===== src/rtl/leb128_pkg.sv =====
// Shared LEB128 constants, length helper and encoder state type.
// Used by the stream encoder and by the decoder-side benches.
package leb128_pkg;

    localparam int LEB128_PAYLOAD_W = 7;
    localparam int LEB128_CONT_BIT  = 7;

    function automatic int leb128_maxlen(input int w);
        return (w + LEB128_PAYLOAD_W - 1) / LEB128_PAYLOAD_W;
    endfunction

    typedef enum logic {
        IDLE = 1'b0,
        EMIT = 1'b1
    } leb128_enc_state_t;

endpackage


===== src/rtl/pack_i64_stream_if.sv =====
// Value-in / byte-out handshake bundle of the LEB128 stream encoder.
// o_len exists only when LEB128_LEN_EN is defined.
interface pack_i64_stream_if #(
    parameter int W = 64
);
    logic [W-1:0] i_data;
    logic         i_valid;
    logic         i_ready;
    logic [7:0]   o_byte;
    logic         o_valid;
    logic         o_ready;
    logic         o_last;
`ifdef LEB128_LEN_EN
    logic [3:0]   o_len;

    modport slave (
        input  i_data, i_valid, o_ready,
        output i_ready, o_byte, o_valid, o_last, o_len
    );
    modport master (
        output i_data, i_valid, o_ready,
        input  i_ready, o_byte, o_valid, o_last, o_len
    );
`else
    modport slave (
        input  i_data, i_valid, o_ready,
        output i_ready, o_byte, o_valid, o_last
    );
    modport master (
        output i_data, i_valid, o_ready,
        input  i_ready, o_byte, o_valid, o_last
    );
`endif
endinterface


===== src/rtl/leb128_len.sv =====
// Purpose: combinational byte count of the (S/U)LEB128 encoding of a W-bit value.
// Latency: 0 cycles, pure combinational.
// Backpressure: none, no handshake.
module leb128_len
    import leb128_pkg::*;
#(
    parameter int W      = 64,
    parameter int SIGNED = 1
) (
    input  logic [W-1:0] value,
    output logic [3:0]   len
);
    localparam int MAXLEN = leb128_maxlen(W);

    // A value fits in n bytes when everything above the n*7 payload bits is
    // pure sign (signed) or zero (unsigned) extension.
    function automatic logic fits(input logic [W-1:0] v, input int n);
        logic [W-1:0] t;
        t = '0;
        if (SIGNED != 0) begin
            t = $signed(v) >>> (LEB128_PAYLOAD_W * n - 1);
            return (t == '0) || (t == '1);
        end
        t = v >> (LEB128_PAYLOAD_W * n);
        return t == '0;
    endfunction

    always_comb begin
        len = 4'(MAXLEN);
        for (int n = MAXLEN - 1; n >= 1; n--) begin
            if (fits(value, n)) len = 4'(n);
        end
    end

endmodule


===== src/rtl/pack_i64_stream.sv =====
// Purpose: streaming (S/U)LEB128 encoder, one W-bit value in, one byte per cycle out; LEB128_LEN_EN adds o_len.
// Latency: first byte valid 1 cycle after accept; back-to-back values with no bubble.
// Backpressure: o_ready low holds o_byte/o_last/shift state; i_ready only on IDLE or final-byte handshake.
module pack_i64_stream
    import leb128_pkg::*;
#(
    parameter int W      = 64,
    parameter int SIGNED = 1
) (
    input  logic                 clk,
    input  logic                 rst,
    pack_i64_stream_if.slave     bus
);
    localparam int         MAXLEN   = leb128_maxlen(W);
    localparam logic [3:0] LAST_IDX = 4'(MAXLEN - 1);

    leb128_enc_state_t state, state_nxt;
    logic [W-1:0]      sh, sh_nxt, sh_shift;
    logic [3:0]        cnt, cnt_nxt;
    logic              fin_raw, fin, load;
    logic              i_ready, o_valid, o_last;
    logic [7:0]        o_byte;

    generate
        if (SIGNED != 0) begin : g_signed
            assign fin_raw  = (&sh[W-1:LEB128_PAYLOAD_W-1]) | ~(|sh[W-1:LEB128_PAYLOAD_W-1]);
            assign sh_shift = $signed(sh) >>> LEB128_PAYLOAD_W;
        end else begin : g_unsigned
            assign fin_raw  = ~(|sh[W-1:LEB128_PAYLOAD_W]);
            assign sh_shift = sh >> LEB128_PAYLOAD_W;
        end
    endgenerate

    // The count bound is redundant with full extension, but pins termination
    // even if the shift state were ever corrupted.
    assign fin = fin_raw | (cnt == LAST_IDX);

    always_ff @(posedge clk) begin
        if (rst) begin
            state <= IDLE;
            sh    <= '0;
            cnt   <= '0;
        end else begin
            state <= state_nxt;
            sh    <= sh_nxt;
            cnt   <= cnt_nxt;
        end
    end

    always_comb begin
        state_nxt = state;
        sh_nxt    = sh;
        cnt_nxt   = cnt;
        load      = 1'b0;
        i_ready   = 1'b0;
        o_valid   = 1'b0;
        o_byte    = 8'h00;
        o_last    = 1'b0;
        case (state)
            IDLE: begin
                i_ready = 1'b1;
                if (bus.i_valid) begin
                    load      = 1'b1;
                    state_nxt = EMIT;
                end
            end
            EMIT: begin
                o_valid = 1'b1;
                o_byte  = {~fin, sh[LEB128_PAYLOAD_W-1:0]};
                o_last  = fin;
                if (bus.o_ready) begin
                    if (!fin) begin
                        sh_nxt  = sh_shift;
                        cnt_nxt = cnt + 4'd1;
                    end else begin
                        i_ready = 1'b1;
                        if (bus.i_valid) load = 1'b1;
                        else             state_nxt = IDLE;
                    end
                end
            end
            default: state_nxt = IDLE;
        endcase
        if (load) begin
            sh_nxt  = bus.i_data;
            cnt_nxt = '0;
        end
    end

    assign bus.i_ready = i_ready;
    assign bus.o_valid = o_valid;
    assign bus.o_byte  = o_byte;
    assign bus.o_last  = o_last;

`ifdef LEB128_LEN_EN
    logic [3:0] len_calc;
    logic [3:0] len_q;

    leb128_len #(.W(W), .SIGNED(SIGNED)) u_len (
        .value (bus.i_data),
        .len   (len_calc)
    );

    always_ff @(posedge clk) begin
        if (rst)       len_q <= '0;
        else if (load) len_q <= len_calc;
    end

    assign bus.o_len = len_q;
`endif

endmodule


===== src/flat_wrapper.sv =====
// flat-port wrapper written by rule: the top's interface ports become plain ports
module pack_i64_stream_flat import leb128_pkg::*;
#(
    parameter int W      = 64,
    parameter int SIGNED = 1
)
  (clk, rst, bus_i_data, bus_i_valid, bus_o_ready, bus_i_ready, bus_o_byte, bus_o_valid, bus_o_last);
  pack_i64_stream_if #(.W(W)) bus_i ();
  input  logic clk;
  input  logic rst;
  input wire logic [$bits(bus_i.i_data)-1:0] bus_i_data;
  input wire logic [$bits(bus_i.i_valid)-1:0] bus_i_valid;
  input wire logic [$bits(bus_i.o_ready)-1:0] bus_o_ready;
  output wire logic [$bits(bus_i.i_ready)-1:0] bus_i_ready;
  output wire logic [$bits(bus_i.o_byte)-1:0] bus_o_byte;
  output wire logic [$bits(bus_i.o_valid)-1:0] bus_o_valid;
  output wire logic [$bits(bus_i.o_last)-1:0] bus_o_last;
  assign bus_i.i_data = bus_i_data;
  assign bus_i.i_valid = bus_i_valid;
  assign bus_i.o_ready = bus_o_ready;
  assign bus_i_ready = bus_i.i_ready;
  assign bus_o_byte = bus_i.o_byte;
  assign bus_o_valid = bus_i.o_valid;
  assign bus_o_last = bus_i.o_last;
  pack_i64_stream #(.W(W), .SIGNED(SIGNED)) u_core (.clk(clk), .rst(rst), .bus(bus_i));
endmodule

===== config.mk =====
export PLATFORM = sky130hd
export DESIGN_NAME = pack_i64_stream_flat
export DESIGN_NICKNAME = d
export VERILOG_FILES = /design/src/rtl/leb128_pkg.sv /design/src/rtl/pack_i64_stream_if.sv /design/src/rtl/leb128_len.sv /design/src/rtl/pack_i64_stream.sv /design/src/flat_wrapper.sv
export SDC_FILE = /design/constraint.sdc
export NUM_CORES = 1
export LEC_CHECK = 0
export ABC_CLOCK_PERIOD_IN_PS = 3300
export BUFFER_PORTS_ARGS = -buffer_cell sky130_fd_sc_hd__buf_2
export CORE_MARGIN = 2
export CORE_UTILIZATION = 54
export CTS_CLUSTER_DIAMETER = 30
export DETAILED_ROUTE_END_ITERATION = 10
export HOLD_SLACK_MARGIN = 0.15
export MAX_ROUTING_LAYER = met4
export PLACE_DENSITY = 0.8
export SYNTH_ARGS = -nofsm -noshare
export SYNTH_HDL_FRONTEND = slang
export SYNTH_SLANG_ARGS = --single-unit

===== constraint.sdc =====
create_clock -name clk -period 3.3 [get_ports clk]
set_clock_uncertainty 0.2 [all_clocks]
set_input_delay 0.66 -clock clk [delete_from_list [all_inputs] [get_ports clk]]
set_output_delay 0.66 -clock clk [all_outputs]
set_load 0.1 [all_outputs]

==> flow_summary.json <==
{
  "n_fill_cell": 533,
  "dr.pass1.iters": 5,
  "htree_levels": 3,
  "end_kind": "output pin",
  "postCtsHoldBufs": 0,
  "viasPerCell": 6.81,
  "fin_ws_ns": 0.0667,
  "min_path_type": "reg -> reg",
  "worst_slew_pin_slew_ns": 0.949,
  "path_class": "reg -> out",
  "slew_headroom_pct": 36.7,
  "cts.sinks": 69,
  "setup_tns_ns": 0,
  "worstSetupStartpointType": "register",
  "routed_wl_mm": 10.6,
  "p_leak_nw": 1.61,
  "finalSetupViolCount": 0,
  "placed_cells": 519,
  "grt_max_degree": 59,
  "io_pins": 79,
  "crit_slowest_cell": "or4_4",
  "cap_violations": 0,
  "drt_iter0_markers": 503,
  "place_congestion": 0.924,
  "clock_latency_ns": 0.35,
  "slew_viol_final": 0,
  "ctsRootBufferMaster": "clkbuf_8",
  "rrSetupSlack_ns": 0.52,
  "arrival_ns": 2.37,
  "ys_types": 34,
  "num_rows": 29,
  "clk_pin_slew_ns": 0.07,
  "worstPathRequired_ns": 2.44,
  "coreArea_mm2": 0.00631,
  "rsz0062_at_grt": "no",
  "peakVddDrop_v": 0.000304,
  "chipHeight_um": 84.8,
  "synth_seq_cells": 69,
  "post-cts-setup-buffer-count": 0,
  "cp_max_fo": 6,
  "die_w_um": 84.8,
  "cts_buffers": 9,
  "ctsLongestPathBuffers": 2,
  "avgSynthCellArea_um2": 9.11,
  "yosysWarnings": 0,
  "grt_overflow": 0,
  "grt_antenna_before_repair": 0,
  "grt_pass1_vias": 3393,
  "drive_gt1_share_pct": 25.5,
  "seq_area_frac_synth_pct": 39.2,
  "synthCells": 387,
  "path_cells": "nor4_2 > nand4_1 > or4_4 > and3_1 > o21ai_2 > buf_12",
  "dieArea_mm2": 0.00719,
  "pre_cts_ws_ns": 0.371,
  "vias": 3645,
  "power_density_mw_per_mm2": 476,
  "io_buffers": 78,
  "start_util_pct": 55.8,
  "insertedDiodeCount": 0,
  "status": "finished, final reports clean",
  "drc": 0,
  "fin_cells": 535,
  "syn-cell-area_mm2": 0.00352,
  "ant_nets": 0,
  "slowest_delay_ns": 0.58,
  "layout.cells.most_common": "buf_2",
  "path_buf_inv": 1,
  "wl_per_cell_um": 19.9,
  "track_usage_pct": 30.4,
  "fin_nets": 523,
  "place_hpwl_mm": 7.25,
  "period_share_pct": 98.0,
  "grt_pass1_wl_mm": 16.7,
  "layout_common_cells": "buf_2, dfxtp_1, mux2i_1",
  "cpLargestDelayFamily": "simple AND/OR/NAND/NOR gates",
  "syn_nets": 457,
  "hold_viol": 0,
  "max_freq_mhz": 309,
  "syn_to_final_growth_pct": 19.9,
  "fin_crit_ns": 3.23,
  "cts_tree": "yes"
}
[per-layer routing]
metal  GRT usage [%]  vias up  share of wire (%)
met1            40.8     1707                 41
met4            12.6        0                2.8
met3            6.69       34                 10
met2            44.4      224                 45
met5               -        -                  0
li1                -     1680                  -
[repair_timing]
action	4_1_cts	5_1_grt
setup endpoints to repair	1	3
resized for setup	2	7
pin swaps	0	1
[worst paths after layout]
| path | startpoint | to | depth (start not counted) |
|---|---|---|---|
| setup / recovery | u_core.sh[16]$_SDFFE_PP0P_ | bus_i_ready | 6 |
| hold / removal | u_core.cnt[2]$_SDFFE_PP0P_ | u_core.cnt[2]$_SDFFE_PP0P_ | 2 |
| setup reg to reg | u_core.sh[16]$_SDFFE_PP0P_ | u_core.sh[5]$_SDFFE_PP0P_ | 7 |
| hold reg to reg | u_core.cnt[2]$_SDFFE_PP0P_ | u_core.cnt[2]$_SDFFE_PP0P_ | 2 |
[kinds of logic (layout without fill, tap and decap cells)]
group / count (synthesis) / after routing / synth area share [%]
flops: 69 / 69 / 39.2
simple gates: 95 / 95 / 15.1
buf+inv: 39 / 110 / 4.61
fa+ha+maj: 2 / 2 / 0.710
xor+xnor: 1 / 1 / 0.249
mux: 48 / 48 / 13.6
compound gates: 133 / 133 / 26.6
[cell type report]
class | instances | area [um^2] | area share, %
multi-input cells | 279 | 2030 | 48.0
flip-flops and latches | 69 | 1380 | 32.7
repair buffers | 88 | 502 | 11.9
clock buffers | 12 | 145 | 3.43
well taps | 77 | 96.3 | 2.28
clock inverters | 4 | 47.5 | 1.12
inverters | 6 | 22.5 | 0.533
[metrics by stage]
step                power [W]  hold WS [ns]  utilization (%)  area, um^2
global route          0.00209         0.326             66.9        4230
detailed placement    0.00132         0.290             63.2        3990
global placement      0.00132         0.271             63.2        3990
floorplan             0.00120         0.258                -        3530
finish                0.00201         0.301             66.9        4230
CTS                   0.00200         0.299             66.4        4190
[worst reg2reg max path, delay by kind of cell, from the launching register on]
kind | cells | cell delay [ns]
AOI/OAI and AO/OA | 2 | 0.58
and+or+nand+nor | 4 | 1.26
DFF | 1 | 0.37
buffers and inverters | 1 | 0.26
[registers in the layout (all words and copies together), names as in the netlist]
signal        count
u_core.sh        64
u_core.cnt        4
u_core.state      1
[synth_stat cells]
master | instances | area [um^2]
nor3_1 | 2 | 10.0
clkinv_1 | 1 | 3.75
a31o_2 | 1 | 8.76
or3_1 | 2 | 12.5
and3_1 | 1 | 6.26
clkbuf_1 | 27 | 101
nand3b_1 | 1 | 7.51
nand3_1 | 4 | 20.0
or4_4 | 1 | 11.3
o22ai_1 | 42 | 263
nand4_1 | 23 | 144
and2_1 | 15 | 93.8
a211o_4 | 1 | 17.5
o21ai_1 | 1 | 5.00
a22oi_1 | 42 | 315
a211oi_1 | 7 | 52.6
o21ai_0 | 4 | 20.0
a32oi_1 | 1 | 8.76
a311oi_1 | 8 | 70.1
nor4_1 | 18 | 113
nand2_1 | 19 | 71.3
inv_1 | 5 | 18.8
buf_4 | 1 | 7.51
a31oi_1 | 1 | 6.26
nor2_1 | 8 | 30.0
o221a_1 | 7 | 78.8
dfxtp_1 | 69 | 1380
and4_4 | 1 | 11.3
buf_2 | 4 | 20.0
ha_1 | 2 | 25.0
buf_6 | 1 | 11.3
xnor2_1 | 1 | 8.76
mux2i_1 | 48 | 480
a21oi_1 | 18 | 90.1
[where the power goes]
part / total (W) / internal (W) / switching, W
Clock: 0.000687 / 0.000368 / 0.000320
Combinational: 0.000349 / 0.000146 / 0.000203
Sequential: 0.000978 / 0.000893 / 0.0000847
No activity file was read; power rests on OpenSTA's default activity.
